--- config.mk ---
export PLATFORM = sky130hd
export DESIGN_NAME = ysyx_23060208_ifu
export DESIGN_NICKNAME = d
export VERILOG_FILES = /design/src/rtl/ysyx_23060208_ifu.sv
export SDC_FILE = /design/constraint.sdc
export NUM_CORES = 1
export LEC_CHECK = 0
export BUFFER_PORTS_ARGS = -buffer_cell sky130_fd_sc_hd__clkbuf_2
export CAP_MARGIN = 20
export CORE_UTILIZATION = 30
export DETAILED_ROUTE_END_ITERATION = 10
export HOLD_SLACK_MARGIN = 0.08
export PLACE_DENSITY_LB_ADDON = 0.05
export SYNTH_ARGS = -nofsm -noshare
export SYNTH_HDL_FRONTEND = slang
export SYNTH_SLANG_ARGS = --single-unit
export TNS_END_PERCENT = 10
--- constraint.sdc ---
create_clock -name clk -period 3.54 [get_ports clk]
set_clock_uncertainty 0.15 [all_clocks]
set_input_delay 0.708 -clock clk [delete_from_list [all_inputs] [get_ports clk]]
set_output_delay 0.708 -clock clk [all_outputs]
set_load 0.03 [all_outputs]
--- src/rtl/ysyx_23060208_ifu.sv ---
// ============================================================================
// ysyx_23060208_ifu -- instruction fetch unit of the multicycle NPC core.
//
// Latches the current pc, issues one read on a simplified AXI4-Lite read
// channel (AR/R), captures the returned word and offers it to the IDU.
// It then waits for the WBU retire pulse before fetching from the updated pc.
// At most one instruction is in flight.
//
// Ports:
//   clk, rst        clock; synchronous active-high reset
//   pc              current pc from the PC register
//   wb_done         retire pulse from the WBU (PC register updates same edge)
//   arvalid/araddr/arready          read address channel
//   rvalid/rdata/rresp/rready       read data channel (rresp 2'b00 = OKAY)
//   inst_valid/inst_ready           instruction handshake to the IDU
//   inst, inst_pc, fetch_err        fetched word, its pc, access fault flag
//   fetch_cnt       number of instructions accepted by the IDU (wraps)
//   o_dbg_state     current FSM state, for debug and checkers
//
// Handshakes: a transfer happens on a rising edge where valid and ready are
// both high. A valid, once raised, is held with stable payload until that
// transfer. Every output is decoded from the registered state only, so no
// input reaches an output combinationally.
// ============================================================================
module ysyx_23060208_ifu #(
    parameter int DATA_WIDTH = 32,
    parameter int CNT_WIDTH  = 32
) (
    input  logic                  clk,
    input  logic                  rst,
    input  logic [DATA_WIDTH-1:0] pc,
    input  logic                  wb_done,
    output logic                  arvalid,
    output logic [DATA_WIDTH-1:0] araddr,
    input  logic                  arready,
    input  logic                  rvalid,
    input  logic [DATA_WIDTH-1:0] rdata,
    input  logic [1:0]            rresp,
    output logic                  rready,
    output logic                  inst_valid,
    input  logic                  inst_ready,
    output logic [DATA_WIDTH-1:0] inst,
    output logic [DATA_WIDTH-1:0] inst_pc,
    output logic                  fetch_err,
    output logic [CNT_WIDTH-1:0]  fetch_cnt,
    output logic [2:0]            o_dbg_state
);

    typedef enum logic [2:0] {
        S_START = 3'd0,
        S_AR    = 3'd1,
        S_R     = 3'd2,
        S_OUT   = 3'd3,
        S_WB    = 3'd4
    } state_t;

    state_t                r_state;
    state_t                w_next_state;
    logic [DATA_WIDTH-1:0] r_pc;
    logic [DATA_WIDTH-1:0] r_inst;
    logic                  r_err;
    logic [CNT_WIDTH-1:0]  r_cnt;
    logic                  w_misaligned;

    localparam logic [CNT_WIDTH-1:0] CNT_ONE = {{(CNT_WIDTH-1){1'b0}}, 1'b1};

    assign w_misaligned = (pc[1:0] != 2'b00);

    // State register.
    always_ff @(posedge clk) begin
        if (rst) begin
            r_state <= S_START;
        end else begin
            r_state <= w_next_state;
        end
    end

    // Next-state and Moore output decode.
    always_comb begin
        w_next_state = r_state;
        arvalid      = 1'b0;
        araddr       = '0;
        rready       = 1'b0;
        inst_valid   = 1'b0;
        inst         = '0;
        inst_pc      = '0;
        fetch_err    = 1'b0;
        case (r_state)
            S_START: begin
                // A misaligned pc never touches the bus; the fault is
                // reported straight to the IDU.
                w_next_state = w_misaligned ? S_OUT : S_AR;
            end
            S_AR: begin
                arvalid = 1'b1;
                araddr  = r_pc;
                if (arready) w_next_state = S_R;
            end
            S_R: begin
                rready = 1'b1;
                if (rvalid) w_next_state = S_OUT;
            end
            S_OUT: begin
                inst_valid = 1'b1;
                inst       = r_inst;
                inst_pc    = r_pc;
                fetch_err  = r_err;
                if (inst_ready) w_next_state = S_WB;
            end
            S_WB: begin
                if (wb_done) w_next_state = S_START;
            end
            default: w_next_state = S_START;
        endcase
    end

    // Datapath: fetch pc, instruction word, fault flag and counter.
    always_ff @(posedge clk) begin
        if (rst) begin
            r_pc   <= '0;
            r_inst <= '0;
            r_err  <= 1'b0;
            r_cnt  <= '0;
        end else begin
            case (r_state)
                S_START: begin
                    r_pc <= pc;
                    if (w_misaligned) begin
                        r_err  <= 1'b1;
                        r_inst <= '0;
                    end else begin
                        r_err <= 1'b0;
                    end
                end
                S_R: begin
                    // Data is kept even on an error response.
                    if (rvalid) begin
                        r_inst <= rdata;
                        r_err  <= (rresp != 2'b00);
                    end
                end
                S_OUT: begin
                    if (inst_ready) r_cnt <= r_cnt + CNT_ONE;
                end
                default: ;
            endcase
        end
    end

    assign fetch_cnt   = r_cnt;
    assign o_dbg_state = r_state;

`ifndef SYNTHESIS
    // A retire pulse outside WB points at a WBU/IFU sequencing bug upstream;
    // it is ignored by the FSM but flagged here.
    always_ff @(posedge clk) begin
        if (!rst && wb_done) begin
            assert (r_state == S_WB)
            else $warning("ifu: wb_done seen outside WB state, ignored");
        end
    end
`endif

endmodule

==> results of run 1 <==
-- power groups by stage --
| stage | logic [mW] | clock network [mW] | registers (mW) |
|---|---|---|---|
| 2_1_floorplan | 0.386 | 0 | 1.27 |
| 3_3_place_gp | 0.546 | 0 | 1.28 |
| 3_5_place_dp | 0.554 | 0 | 1.29 |
| 4_1_cts | 0.556 | 1.01 | 1.26 |
| 5_1_grt | 0.627 | 1.05 | 1.27 |
| 6_report | 0.563 | 0.969 | 1.26 |
-- layer usage --
layer	vias to the layer above	global-route usage [%]	share of wire [%]
met3	11	3.27	4.6
met2	134	27.8	47
met5	-	0	0
met1	2229	22.9	47
li1	2435	-	-
met4	0	6.09	1.2
-- registers in the layout, indices dropped and copies added (netlist names) --
name and count:
r_pc 32, r_inst 32, r_err 1, fetch_cnt 32, o_dbg_state 3
-- cell usage after synthesis (3+ instances only) --
cell type    n  share of area (%)
a21oi_1     91                9.7
and2_1      99                 13
and3_1       5               0.67
buf_2        4               0.43
clkbuf_1    46                3.7
dfxtp_1    100                 43
inv_1        6               0.48
nand2_1    108                8.6
nand3_1     13                1.4
nand4_1     42                5.6
nor2_1      12               0.96
nor3_1       3               0.32
o21ai_0     15                1.6
o31ai_1      9                1.4
or3_1       13                1.7
or4_1       13                2.1
xnor2_1      3               0.56
xor2_1       5               0.93
-- cell families (layout without fill, tap and decap cells) --
family / count (synthesis) / after routing / share of synthesized area [%]
compound gates: 119 / 119 / 13.5
simple gates: 319 / 319 / 36.8
xor+xnor: 8 / 8 / 1.49
buf+inv: 59 / 238 / 5.07
mux: 1 / 1 / 0.213
fa+ha+maj: 1 / 1 / 0.267
flops: 100 / 100 / 42.7
-- metrics by stage --
stage          instances  hold slack [ns]  setup slack (ns)  utilization, %  power, mW
6_report             974            0.298             0.497            40.5       2.79
5_1_grt              974            0.315             0.269            40.5       2.95
4_1_cts              972            0.298             0.450            40.2       2.83
3_5_place_dp         957            0.289             0.780            38.3       1.84
3_3_place_gp         957            0.284             0.803            38.3       1.83
2_1_floorplan        607            0.277             0.708               -       1.66
-- path summary, 6_finish.rpt --
kind                                startpoint       endpoint  slack (ns)  depth (start not counted)
worst max-delay path            o_dbg_state[0]    inst_pc[29]        0.50                          5
worst min-delay path                 r_inst[5]      r_inst[5]        0.30                          2
worst min register to register       r_inst[5]      r_inst[5]        0.30                          2
worst max register to register  o_dbg_state[0]  fetch_cnt[31]        1.04                          4
-- worst min-delay path, stage by stage, from the launching register on --
cell and delay [ns]:
dfxtp_1 0.31, nand2_1 0.05, a21oi_1 0.05
-- final cells by class --
class	instances	area share [%]
Inverter	7	0.426
Clock buffer	14	4.61
Clock inverter	1	0.0812
Timing Repair Buffer	216	18.5
Sequential cell	100	32.5
Tap cell	188	3.82
Multi-Input combinational cell	448	40.0
==> impl_results.md, run 1 <==
* Startpoint Class: flop
* CP Data Required Time at 2.68 ns
* Mean Syn Cell Area at 7.73 µm²
* First-pass GRT wire length at 22.0 mm
* Largest net degree at the start of global routing at 101
* GP Congestion at 0.734
* Slowest CP cell: dfxtp_1
* Setup Fix Bufs, Post-CTS at 0
* Initial core utilization at 30.8%
* Num rows at 45
* Footprint of the multi-input gates at about 2500 µm²
* CP delay by family, top: buffers and inverters
* Overflow after GRT at 0
* Top_reg_cell synth: dfxtp_1
* Total number of vias at 4809
* Leakage at between 2 and 3 nW
* Gr usage total at 17.2%
* Most common cell after layout, fill and taps aside: clkbuf_2
* Synth Warn # at 0
* Buffers & Inverters on Critical Path at 3
* Clock share of power at 34.7%
* CP Max Fanout at 67
* Synth async-reset ratio at 0%
* Comb pwr share at 20.1%
* Layout cells sized above 1 at between 30% and 40%
* Critical path type: reg -> out
* Fillers at ~1600
* WL per Instance at 14.3 µm
* Finished Cell Area at between 6000 and 7000 µm²
* Die area at 16100 µm²
* Clock buffer depth at 2
* Initial antenna violation count at 0
* Sequential fraction of the synthesis area at 42.7%
* Sw Share at a little under a third
* Flip-flop and latch area at 2000 µm²
* Iteration-0 DRC Markers at 193
* Arr. time, crit path at approximately 2.2 ns
* #FFs+latches synth at 100
* Die H at 127 µm
* # port buffers at 206
* # clock sinks at 100
* Syn Nets at 680
* Post-Syn Area at 4690 µm²
* Maximum vdd drop at ~200 µV
* I/O pins at 207
* Worst-skew pair later-pin latency at 0.34 ns
* Post-CTS sizing at 0
* Cells after synthesis at slightly above 600
* Max stage delay on crit path at 0.58 ns
* Max Cap Viol at 0
* Final Cycle Share at 86.0%
* Commonest cells after routing, fill and taps aside: 205 x clkbuf_2, 108 x nand2_1, 100 x dfxtp_1
* Post-CTS Hold Buffers at 0
* Post-DP HPWL at roughly 9.6 mm
* Total negative setup slack at 0 ns
* DR vias/cell at 4.94
* Status: finished clean
* Antenna-violating nets left at 0
* Yosys cell types at 35
* Achievable Freq at approximately 330 MHz
* TritonCTS clock tree: done
* Die width at about 130 µm
* RSZ-0062 raised after global routing: false
* Slew Limit Headroom at 61.5%
* TritonRoute pass-1 iters at 4
* Worst-path cell chain: inv_2 > nor3b_2 > buf_4 > and2_1 > clkbuf_2
* Wirelength, routed at 13.9 mm
* Area Overhead vs Synth at 31.4%
* Fin. Hold Viols at 0
* Clock tree root buffer cell: clkbuf_16
* Final setup fails at 0
* Final Slew Violations at 0
* CTS buffer count at 9
* # nets final at 855
* Placeable Area at between 15000 and 20000 µm²
* Share of power burned in registers at 45.2%
* Vias in the first global route at 4258
* EDFF count, synth at 0
* Ant diodes at 0
* Pwr dens at roughly 450 nW/µm²
* Tightest Hold Check Type: reg -> reg
* Internal at 1.94 mW
* Clock period minus worst slack at 3.04 ns
* DRC Markers at 0
* Slew @ Worst Pin at 0.578 ns
* Critical path endpoint category: output pin
* H-tree levels at 3
* Area of placed instances at approximately 5800 µm²
* Net Sw Power at 0.855 mW
* Clock-pin slew of the registers on the worst-case setup and hold paths at around 0.07 ns
Power figures use the tool's default switching activity.
==> run 2: changes to the inputs <==
--- a/config.mk
+++ b/config.mk
@@ -14,4 +14,4 @@
 export SYNTH_ARGS = -nofsm -noshare
 export SYNTH_HDL_FRONTEND = slang
 export SYNTH_SLANG_ARGS = --single-unit
-export TNS_END_PERCENT = 10
+export TNS_END_PERCENT = 50
==> constraint.sdc (replaced) <==
create_clock -name clk -period 3.54 [get_ports clk]
set_clock_uncertainty 0.15 [all_clocks]
set_input_delay 0.708 -clock clk [delete_from_list [all_inputs] [get_ports clk]]
set_output_delay 0.708 -clock clk [all_outputs]
set_load 0.05 [all_outputs]
==> run 2 against run 1 <==
Effect of this change: routed wire length down 0.49%; global-route usage down 0.21 points; sequential cell count unchanged; setup slack worse by 0.027 ns; hold slack better by 0.0015 ns; clock power down 2%; critical endpoint is now inst[0]; largest power group unchanged; highest routed layer unchanged.
==> impl_results.md, run 2 (synthesized netlist as in run 1, its figures left out) <==
* Grt peak-use layer: met2
* Most common cell after layout, fill and taps aside: clkbuf_2
* Total number of vias at 4794 (-0.31%)
* Vias in the first global route at 4212 (-1.1%)
* Footprint of the multi-input gates at 2470 µm² (unchanged)
* Area Overhead vs Synth at 31.4% (unchanged)
* Die area at 16100 µm² (unchanged)
* # clock sinks at 100 (unchanged)
* Commonest cells after routing, fill and taps aside: 205 x clkbuf_2, 108 x nand2_1, 100 x dfxtp_1
* Reg2Reg Setup Slack at 0.87 ns (-0.17 ns)
* Startpoint Class: flop
* Setup Fix Bufs, Post-CTS at 0 (unchanged)
* Clock-pin slew of the registers on the worst-case setup and hold paths at 0.06 ns (about the same)
* H-tree levels at 3 (unchanged)
* TritonRoute pass-1 iters at 4 (unchanged)
* Critical Path End: inst[0]
* I/O pins at 207 (unchanged)
* TritonCTS clock tree: done
* Place WS at 0.784 ns (+0.00470 ns)
* Tightest Hold Check Type: reg -> reg
* Initial antenna violation count at 0 (unchanged)
* GP Congestion at 0.743 (+1.2%)
* Met3 Use GR at 5.28% (+2.0 points)
* Critical path endpoint category: output pin
* Comb pwr share at 21.8% (+1.7 points)
* Crit. Startpoint: o_dbg_state[1]
* Die width at 127 µm (unchanged)
* Maximum vdd drop at 224 µV (+13%)
* Flip-flop and latch area at 2000 µm² (unchanged)
* Placeable Area at 15200 µm² (unchanged)
* Max Cap Viol at 0 (unchanged)
* Antenna-violating nets left at 0 (unchanged)
* Overflow after GRT at 0 (unchanged)
* Final setup fails at 0 (unchanged)
* Pwr dens at 461 nW/µm² (+1.8%)
* Clock share of power at 33.6% (-1.1 points)
* Wirelength, routed at 13.9 mm (-0.49%)
* RSZ-0062 raised after global routing: false
* Slew Limit Headroom at 56.3% (-5.2 points)
* Die H at 127 µm (unchanged)
* WL per Instance at 14.2 µm (-0.59%)
* Layout cells sized above 1 at 30.6% (+0.22 points)
* Finished Cell Area at 6160 µm² (unchanged)
* Area of placed instances at 5850 µm² (+0.47%)
* CP Data Required Time at 2.68 ns (about the same)
* Arr. time, crit path at 2.21 ns (+0.03 ns)
* Placed cells at 958 (+0.10%)
* Clock tree root buffer cell: clkbuf_16
* Worst R2R End: fetch_cnt[11]
* Num rows at 45 (unchanged)
* Share of power burned in registers at 44.7% (-0.5 points)
* Clock buffer depth at 2 (unchanged)
* Critical path type: reg -> out
* Ant diodes at 0 (unchanged)
* Final WS setup at 0.471 ns (-0.0267 ns)
* CP Max Fanout at 34 (-49%)
* Achievable Freq at 326 MHz (-0.87%)
* Initial core utilization at 30.8% (unchanged)
* Iteration-0 DRC Markers at 207 (+7.3%)
* Sw Share at 32.5% (+1.9 points)
* Post-CTS Hold Buffers at 0 (unchanged)
* Post-DP HPWL at 9.56 mm (-0.61%)
* Gr usage total at 17.0% (-0.21 points)
* Final Cycle Share at 86.7% (+0.76 points)
* Met1 track demand over resource at 21.7% (-1.2 points)
* Leakage at 2.69 nW (about the same)
* Reg2reg path depth at 5 (+1)
* Final Slew Violations at 0 (unchanged)
* Total negative setup slack at 0 ns (unchanged)
* Clock period minus worst slack at 3.07 ns (+0.0267 ns)
* Fin. Hold Viols at 0 (unchanged)
* # nets final at 855 (unchanged)
* Internal at 1.92 mW (-1.0%)
* Net Sw Power at 0.925 mW (+8.1%)
* Grt met2 use at 28.0% (+0.19 points)
* # port buffers at 206 (unchanged)
* Largest net degree at the start of global routing at 101 (unchanged)
* Slew @ Worst Pin at 0.654 ns (+0.0767 ns)
* DR vias/cell at 4.92 (-0.41%)
* DRC Markers at 0 (unchanged)
* CTS buffer count at 9 (unchanged)
* Source of the worst register-to-register timing path: o_dbg_state[1]
* Status: finished clean
* Fillers at 1620 (+1.0%)
* Non-filler instance count after layout at 975 (+0.10%)
* Final hold slack at 0.299 ns (+0.00152 ns)
* Post-CTS sizing at 0 (unchanged)
* First-pass GRT wire length at 21.7 mm (-1.5%)
* Worst-skew pair later-pin latency at 0.34 ns (about the same)
-- run 2: worst min-delay path by stage --
stage                from    endpoint  depth (start not counted)
4_1_cts         r_inst[0]   r_inst[0]                          2
3_5_place_dp   r_inst[13]  r_inst[13]                          2
6_report       r_inst[13]  r_inst[13]                          2
2_1_floorplan   r_inst[0]   r_inst[0]                          2
5_1_grt        r_inst[28]  r_inst[28]                          2
3_3_place_gp    r_inst[0]   r_inst[0]                          2
-- run 2: critical path, cell delays in order, from the launching register on --
cell and delay [ns]:
dfxtp_1 0.74, nor3b_2 0.30, buf_4 0.31, and2_1 0.22, clkbuf_2 0.29
-- run 2: routing by layer --
| metal | up-vias | wire length (µm) | part of all wire (%) |
|---|---|---|---|
| met2 | 142 | 6650 | 48 |
| met3 | 6 | 772 | 5.6 |
| li1 | 2430 | - | - |
| met1 | 2216 | 6320 | 46 |
| met4 | 0 | 110 | 0.79 |
| met5 | - | 0 | 0 |
-- run 2: final cells by class --
| type | count | share of cell area [%] |
|---|---|---|
| Multi-Input combinational cell | 448 | 40.0 |
| Tap cell | 188 | 3.82 |
| Clock buffer | 12 | 4.33 |
| Inverter | 7 | 0.426 |
| Clock inverter | 4 | 0.366 |
| Sequential cell | 100 | 32.5 |
| Timing Repair Buffer | 216 | 18.5 |
-- run 2: per-stage QoR --
step | util (%) | power (mW)
global route | 40.5 | 3.01
global placement | 38.3 | 1.89
CTS | 40.4 | 2.89
floorplan | - | 1.72
finish | 40.5 | 2.84
detailed placement | 38.5 | 1.92
-- run 2: power by group through the flow --
stage / Sequential [mW] / Combinational (mW) / Clock [mW]
2_1_floorplan: 1.28 / 0.444 / 0
3_3_place_gp: 1.29 / 0.601 / 0
3_5_place_dp: 1.30 / 0.626 / 0
4_1_cts: 1.27 / 0.627 / 0.989
5_1_grt: 1.28 / 0.679 / 1.05
6_report: 1.27 / 0.619 / 0.954
==> run 3: changes to the inputs <==
--- a/config.mk
+++ b/config.mk
@@ -7,7 +7,9 @@
 export LEC_CHECK = 0
 export BUFFER_PORTS_ARGS = -buffer_cell sky130_fd_sc_hd__clkbuf_2
 export CAP_MARGIN = 20
-export CORE_UTILIZATION = 30
+export CELL_PAD_IN_SITES_DETAIL_PLACEMENT = 1
+export CELL_PAD_IN_SITES_GLOBAL_PLACEMENT = 2
+export CORE_UTILIZATION = 27
 export DETAILED_ROUTE_END_ITERATION = 10
 export HOLD_SLACK_MARGIN = 0.08
 export PLACE_DENSITY_LB_ADDON = 0.05
==> run 3 against run 2 <==
Effect of this change: setup slack gained 0.042 ns; combinational power up 3%; die area up 11%; total power increased by 7.1%; first-iteration DRC count down 26%; clock power rose by 19%; sequential cell count did not move; maximum frequency increased by 1.4%; core utilization decreased by 3.0 points; routed wire length increased by 13%; clock-buffer cell count is 2 lower.
==> impl_results.md, run 3 (synthesized netlist as in run 1, its figures left out) <==
* Area of placed instances at 5910 µm² (+1.1%)
* Max stage delay on crit path at 0.58 ns (-0.16 ns)
* Total negative setup slack at 0 ns (unchanged)
* Initial antenna violation count at 0 (unchanged)
* Wirelength, routed at 15.7 mm (+13%)
* First-pass GRT wire length at 25.1 mm (+16%)
* Post-Route Utilization at 37.5% (-3.0 points)
* Post-CTS Hold Buffers at 0 (unchanged)
* Ant diodes at 0 (unchanged)
* Antenna-violating nets left at 0 (unchanged)
* Maximum vdd drop at 221 µV (-1.3%)
* RSZ-0062 raised after global routing: false
* Area Overhead vs Synth at 33.9%
* Most common cell after layout, fill and taps aside: clkbuf_2
* Critical path endpoint category: output pin
* Gr usage total at 17.6% (+0.58 points)
* Worst-skew pair later-pin latency at 0.35 ns (about the same)
* CP Max Fanout at 47 (+38%)
* Final hold slack at 0.296 ns (-0.00358 ns)
* Iteration-0 DRC Markers at 154 (-26%)
* Worst Hold Path Cells at 2 (unchanged)
* Final Slew Violations at 0 (unchanged)
* Worst R2R End: fetch_cnt[31]
* Leakage at 2.73 nW (+1.4%)
* TritonCTS clock tree: done
* Reg2reg path depth at 4 (-1)
* Overflow after GRT at 0 (unchanged)
* DR vias/cell at 4.83 (-1.9%)
* Tightest Hold Check Type: reg -> reg
* Layout cells sized above 1 at 30.7% (+0.088 points)
* CP Data Required Time at 2.68 ns (about the same)
* Reg2Reg Setup Slack at 1.04 ns (+0.17 ns)
* Source of the worst register-to-register timing path: o_dbg_state[0]
* Max Cap Viol at 0 (unchanged)
* Setup Fix Bufs, Post-CTS at 0 (unchanged)
* Post-CTS sizing at 0 (unchanged)
* GP Congestion at 0.719 (-3.2%)
* DRC Markers at 0 (unchanged)
* Arr. time, crit path at 2.17 ns (-0.04 ns)
* Startpoint Class: flop
* CTS buffer count at 9 (unchanged)
* WL per Instance at 15.6 µm (+9.7%)
* Die width at 134 µm (+5.3%)
* # port buffers at 206 (unchanged)
* Vias in the first global route at 4831 (+15%)
* Die area at 17900 µm² (+11%)
* Clock tree root buffer cell: clkbuf_16
* Finished Cell Area at 6280 µm² (+1.9%)
* Non-filler instance count after layout at 1008 (+3.4%)
* Status: finished clean
* Achievable Freq at 330 MHz (+1.4%)
* Largest net degree at the start of global routing at 101 (unchanged)
* Critical hold path startpoint: r_inst[21]
* Post-DP HPWL at 11.1 mm (+16%)
* # nets final at 857 (+0.23%)
* Total number of vias at 4864 (+1.5%)
* Placed cells at 992 (+3.5%)
* H-tree levels at 3 (unchanged)
* Placeable Area at 16800 µm² (+10%)
* Slew @ Worst Pin at 0.682 ns (+0.0279 ns)
* Commonest cells after routing, fill and taps aside: 204 x clkbuf_2, 108 x nand2_1, 100 x dfxtp_1
* WHS Endpoint: r_inst[21]
* Initial core utilization at 28.0% (-2.9 points)
* Buffers & Inverters on Critical Path at 3 (+1)
* Clock period minus worst slack at 3.03 ns (-0.0424 ns)
* Critical path type: reg -> out
* Clock buffer depth at 2 (unchanged)
* Clock-pin slew of the registers on the worst-case setup and hold paths at 0.07 ns (about the same)
* TritonRoute pass-1 iters at 4 (unchanged)
* Final Cycle Share at 85.5% (-1.2 points)
* Final setup fails at 0 (unchanged)
* # clock sinks at 100 (unchanged)
* I/O pins at 207 (unchanged)
* Die H at 134 µm (+5.3%)
* Slew Limit Headroom at 54.4% (-1.9 points)
* Fin. Hold Viols at 0 (unchanged)
* Pwr dens at 484 nW/µm² (+5.0%)
* CP delay by family, top: buffers and inverters
* Slowest CP cell: dfxtp_1
* Worst-path cell chain: inv_2 > nor3b_2 > buf_4 > and2_1 > clkbuf_2
* Num rows at 47 (+4.4%)
[run 3: routing by layer]
metal	part of all wire, %	routed length, µm	up-vias	global-route usage (%)
met5	0	0	-	0
met4	1.2	194	0	5.93
met3	5.1	800	11	3.51
met2	48	7510	126	29.9
met1	46	7200	2296	22.2
li1	-	-	2431	-
[run 3: cell type report]
type,instances,area [µm²]
clock inverters,5,100
flip-flops and latches,100,2000
well taps,220,275
fillers,2070,10500
repair buffers,218,1170
clock buffers,10,239
inverters,7,26.3
multi-input cells,448,2470
[run 3: worst max-delay path by stage]
| stage | startpoint | depth (start not counted) | endpoint | slack [ns] |
|---|---|---|---|---|
| global placement | inst_ready | 5 | fetch_cnt[31] | 0.77 |
| detailed placement | inst_ready | 5 | fetch_cnt[31] | 0.78 |
| global route | o_dbg_state[0] | 5 | inst_pc[4] | 0.32 |
| CTS | o_dbg_state[0] | 5 | inst_pc[4] | 0.43 |
| finish | o_dbg_state[0] | 5 | inst_pc[4] | 0.51 |
| floorplan | o_dbg_state[0] | 5 | araddr[22] | 0.24 |
[run 3: power breakdown]
group,switching (mW),internal (mW)
Combinational,0.454,0.184
Sequential,0.0609,1.20
Clock,0.435,0.704
[run 3: worst min-delay path, cell delays in order (launching register included)]
cell and delay (ns):
dfxtp_1 0.30, nand2_1 0.05, a21oi_1 0.05
[run 3: metrics by stage]
| step | worst slack, ns | power (mW) |
|---|---|---|
| floorplan | 0.240 | 1.72 |
| global placement | 0.772 | 1.92 |
| CTS | 0.431 | 3.10 |
| global route | 0.324 | 3.20 |
| detailed placement | 0.781 | 1.94 |
| finish | 0.513 | 3.04 |
